File: config.mk
export PLATFORM = sky130hd
export DESIGN_NAME = xorpar_stream
export DESIGN_NICKNAME = d
export VERILOG_FILES = /design/src/rtl/xorpar_pkg.sv /design/src/rtl/masked_xor_reduce.sv /design/src/rtl/xorpar_stream.sv
export SDC_FILE = /design/constraint.sdc
export NUM_CORES = 1
export LEC_CHECK = 0
export BUFFER_PORTS_ARGS = -buffer_cell sky130_fd_sc_hd__clkbuf_2
export CORE_MARGIN = 2
export CORE_UTILIZATION = 40
export CTS_CLUSTER_DIAMETER = 50
export DETAILED_ROUTE_END_ITERATION = 12
export GPL_TIMING_DRIVEN = 0
export PLACE_DENSITY = 0.57
export SETUP_SLACK_MARGIN = 0.1
export SYNTH_ARGS = -nofsm -noshare
export SYNTH_HDL_FRONTEND = slang
export SYNTH_SLANG_ARGS = --single-unit
File: constraint.sdc
create_clock -name clk -period 2 [get_ports clk]
set_clock_uncertainty 0.2 [all_clocks]
set_input_delay 0.3 -clock clk [delete_from_list [all_inputs] [get_ports clk]]
set_output_delay 0.3 -clock clk [all_outputs]
set_load 0.01 [all_outputs]
File: src/rtl/xorpar_pkg.sv
// Shared types and constants for the masked-parity frame streamer.
package xorpar_pkg;

    typedef enum logic {
        IDLE = 1'b0,
        ACC  = 1'b1
    } frame_state_t;

    localparam int         DEFAULT_WIDTH = 7;
    localparam logic [6:0] DEFAULT_MASK  = 7'b1101111;

endpackage

File: src/rtl/masked_xor_reduce.sv
// Combinational parity of the data bits selected by MASK; an all-zero mask yields 0.
module masked_xor_reduce
    import xorpar_pkg::*;
#(
    parameter int               WIDTH = DEFAULT_WIDTH,
    parameter logic [WIDTH-1:0] MASK  = DEFAULT_MASK
) (
    input  logic [WIDTH-1:0] data,
    output logic             parity
);

    assign parity = ^(data & MASK);

endmodule

File: src/rtl/xorpar_stream.sv
// Streams words into per-frame masked parity and word count, with a one-deep
// word stage and a one-deep result register under valid/ready handshakes.
module xorpar_stream
    import xorpar_pkg::*;
#(
    parameter int               WIDTH = DEFAULT_WIDTH,
    parameter logic [WIDTH-1:0] MASK  = DEFAULT_MASK,
    parameter int               ODD   = 0,
    parameter int               CNT_W = 8
) (
    input  logic             clk,
    input  logic             rst_n,
    input  logic             in_valid,
    output logic             in_ready,
    input  logic [WIDTH-1:0] in_data,
    input  logic             in_last,
    output logic             out_valid,
    input  logic             out_ready,
    output logic             out_parity,
    output logic [CNT_W-1:0] out_count
);

    localparam logic             ODD_BIT = (ODD != 0);
    localparam logic [CNT_W-1:0] CNT_MAX = '1;

    function automatic logic [CNT_W-1:0] sat_inc(input logic [CNT_W-1:0] v);
        return (v == CNT_MAX) ? v : v + CNT_W'(1);
    endfunction

    logic             word_par;
    logic             s1_valid;
    logic             s1_par;
    logic             s1_last;
    logic             drain;
    logic             accept;

    frame_state_t     state;
    frame_state_t     state_next;
    logic             acc;
    logic             acc_next;
    logic [CNT_W-1:0] cnt;
    logic [CNT_W-1:0] cnt_next;
    logic             frame_acc;
    logic [CNT_W-1:0] frame_cnt;
    logic             out_valid_next;
    logic             out_parity_next;
    logic [CNT_W-1:0] out_count_next;

    masked_xor_reduce #(
        .WIDTH (WIDTH),
        .MASK  (MASK)
    ) u_reduce (
        .data   (in_data),
        .parity (word_par)
    );

    // A last word may only leave stage 1 if the result register is free or being emptied.
    assign drain    = s1_valid && (!s1_last || !out_valid || out_ready);
    assign in_ready = !s1_valid || drain;
    assign accept   = in_valid && in_ready;

    always_ff @(posedge clk or negedge rst_n) begin
        if (!rst_n) begin
            s1_valid <= 1'b0;
            s1_par   <= 1'b0;
            s1_last  <= 1'b0;
        end else if (accept) begin
            s1_valid <= 1'b1;
            s1_par   <= word_par;
            s1_last  <= in_last;
        end else if (drain) begin
            s1_valid <= 1'b0;
        end
    end

    always_ff @(posedge clk or negedge rst_n) begin
        if (!rst_n) begin
            state      <= IDLE;
            acc        <= 1'b0;
            cnt        <= '0;
            out_valid  <= 1'b0;
            out_parity <= 1'b0;
            out_count  <= '0;
        end else begin
            state      <= state_next;
            acc        <= acc_next;
            cnt        <= cnt_next;
            out_valid  <= out_valid_next;
            out_parity <= out_parity_next;
            out_count  <= out_count_next;
        end
    end

    // IDLE means no open frame, so a word arriving there starts from zero.
    always_comb begin
        frame_acc       = (state == ACC) ? acc : 1'b0;
        frame_cnt       = (state == ACC) ? cnt : '0;
        state_next      = state;
        acc_next        = acc;
        cnt_next        = cnt;
        out_valid_next  = out_valid;
        out_parity_next = out_parity;
        out_count_next  = out_count;

        if (out_valid && out_ready) begin
            out_valid_next = 1'b0;
        end

        if (drain) begin
            if (s1_last) begin
                out_valid_next  = 1'b1;
                out_parity_next = frame_acc ^ s1_par ^ ODD_BIT;
                out_count_next  = sat_inc(frame_cnt);
                acc_next        = 1'b0;
                cnt_next        = '0;
                state_next      = IDLE;
            end else begin
                acc_next   = frame_acc ^ s1_par;
                cnt_next   = sat_inc(frame_cnt);
                state_next = ACC;
            end
        end
    end

endmodule
==> qor.txt <==
status -> complete, no violations
Ys Warns -> 0
Die W -> 58.6 µm
Hold EP -> s1_last
r2r setup slk -> 0.20 ns
Residual DRC -> 0
Vias/cell -> 5.38
CP Capture Type -> register
final slew viol count -> 0
diode count -> 0
Die Area -> 0.00344 mm²
CTS Sinks -> 23
Finished Cell Area -> 0.00139 mm²
syn_nets -> 143
Seq cells post-synth -> 23
I/O pin total -> 23
post-synthesis sequential area ratio -> 48.2%
launching point of the worst reg2reg path -> cnt[0]
Final period util -> 90.0%
RSZ-0062 raised after global routing -> false
via count -> 1016
min Tclk post-route -> 1.80 ns
Root Driver -> clkbuf_4
Static Leak -> 0.628 nW
Tot GR Track Use -> 16.8%
post-route ant nets -> 0
GR Overflow Total -> 0
Worst Path Required -> 2.05 ns
leading area contributor after synthesis -> dfrtp_1
critical register-to-register path endpoint -> out_count[0]
kind of critical path -> register to register
H-Tree Depth -> 1
DR iter-0 viols -> 46
vias in the first global route -> 979
CTS tree -> done
Initial Util -> 42.6%
total power -> 1.20 mW
Netlist cell types -> 32
largest net degree at the start of global routing -> 24
min-delay src -> in_last
Longest Clk Path Bufs -> 2
maximum capacitance violations -> 0
Cells after Synth -> 131
layout cells sized above 1 -> 22.2%
Startpoint Class -> register
final hold viol count -> 0
wire per inst -> 13.1 µm
Synth top area share -> 48.2%
setup violators final -> 0
worst slew pin tran -> 0.575 ns
critical path arrival -> 1.85 ns
nets@finish -> 171
Max Clk Rate -> 556 MHz
GPL Wtd Cong -> 0.873
asr flop ratio synth -> 100%
synthesized cell area -> 0.00119 mm²
clock latency on the worst-skew pair -> 0.31 ns
Layout area overhead -> 16.4%
Post-synth EDFFs -> 0
Most used DFF post-synth -> dfrtp_1
Syn Area/Cell -> 9.11 µm²
first-pass GRT wire length -> 4420 µm
Synth area leaders -> dfrtp_1 48%, nand2_1 5.7%, a21oi_1 4.6%
FP Rows -> 19
IO Port Bufs -> 21
reg2reg path depth -> 4
Layout Utilization -> 49.5%
Slew HR -> 61.6%
core area -> 0.00281 mm²
Final WS setup -> 0.201 ns
dpl hpwl -> 1770 µm
Post-CTS Setup Repair Bufs -> 0
Sum Neg Setup Slack -> 0 ns
Post-Route WL -> 2480 µm
Die Y -> 58.6 µm
Placement Cell Area -> 0.00134 mm²
largest fanout on the critical path -> 7
Max rail drop VDD -> 0.000359 V
initial antenna violation count -> 0
WHS Path Cells -> 2
drt pass-1 iters -> 4
Worst-path clk slew -> 0.12 ns
Hold Crit Class -> input port to register
DP Worst Slack -> 0.174 ns
pwr dens -> 865 mW/mm²
CTS Buf Count -> 3
cell usage in the layout (no fill, tap or decap), types with 3 or more instances in the layout:
| master | synthesis | final |
|---|---|---|
| a21oi_1 | 11 | 11 |
| a31oi_1 | 4 | 4 |
| and3_1 | 5 | 5 |
| clkbuf_1 | 6 | 3 |
| clkbuf_2 | 0 | 25 |
| clkbuf_4 | 0 | 3 |
| dfrtp_1 | 23 | 23 |
| nand2_1 | 18 | 18 |
| nand2b_1 | 3 | 3 |
| nand3_1 | 6 | 6 |
| nand4_1 | 3 | 3 |
| nor2_1 | 9 | 9 |
| nor2b_1 | 3 | 3 |
| nor3_1 | 3 | 3 |
| o21ai_0 | 8 | 8 |
| xnor2_1 | 4 | 4 |
| xor2_1 | 4 | 4 |
Yosys cell counts, types with 2 or more instances:
master	n
a21oi_1	11
a31oi_1	4
and3_1	5
clkbuf_1	6
dfrtp_1	23
inv_1	2
mux2_2	2
nand2_1	18
nand2b_1	3
nand3_1	6
nand4_1	3
nor2_1	9
nor2b_1	3
nor3_1	3
o21ai_0	8
o21ai_2	2
o21bai_1	2
xnor2_1	4
xor2_1	4
layout make-up:
| type | instances | area, µm² |
|---|---|---|
| Tap cell | 31 | 38.8 |
| Sequential cell | 23 | 576 |
| Timing Repair Buffer | 23 | 125 |
| Fill cell | 282 | 1420 |
| Clock buffer | 4 | 26.3 |
| Multi-Input combinational cell | 100 | 588 |
| Inverter | 2 | 7.51 |
| Buffer | 6 | 27.5 |
per-stage QoR:
step	instances	hold WS, ns
floorplan	131	-0.196
global placement	183	0.130
detailed placement	183	0.130
CTS	189	0.0175
global route	189	0.00915
finish	189	0.0258
flip-flops by register name, summed over array words and instances (netlist names):
name        count
s1_last         1
s1_valid        1
out_count       8
state           1
out_valid       1
out_parity      1
s1_par          1
acc             1
cnt             8
critical path, stage by stage, from the launching register on:
cell	delay [ns]
dfrtp_1	0.49
nand3_2	0.17
or4_4	0.57
and3_4	0.21
o21ai_2	0.10
worst max path at each step:
stage,from,end,slack (ns),depth (start not counted)
floorplan,cnt[5],out_count[0],0.32,5
global placement,cnt[5],out_count[0],0.22,5
detailed placement,cnt[5],out_count[0],0.17,5
CTS,cnt[5],out_count[0],0.16,5
global route,cnt[0],out_count[0],0.11,4
finish,cnt[0],out_count[0],0.20,4
logic make-up (layout without fill, tap and decap cells):
kind of cell           count (synthesis)  after routing  share of synthesized area (%)
AND/OR/NAND/NOR                       56             56                           24.3
AO/OA/AOI/OAI                         34             34                           17.2
flip-flops                            23             23                           48.2
XOR/XNOR                               8              8                           5.87
buffers and inverters                  8             35                           2.52
multiplexers                           2              2                           1.89
what timing repair did:
action                                  CTS  global route
endpoints found under the setup margin    0             9
resized for setup                         0             8
hold endpoints to repair                 24             0
hold buffers                              2             0
layer usage:
layer / share of wire, % / global-route usage, % / vias to the layer above
met3: 6.4 / 4.18 / 4
met1: 49 / 23.2 / 457
met4: 1.1 / 5.84 / 0
met5: 0 / 0 / -
met2: 43 / 25.8 / 37
li1: - / - / 518
power breakdown:
part	total, mW	leakage, nW	switching (mW)	internal (mW)
combinational	0.359	0.321	0.197	0.162
sequential	0.628	0.292	0.0729	0.556
clock	0.214	0.0150	0.136	0.0778
(Power assumes the default switching activity.)
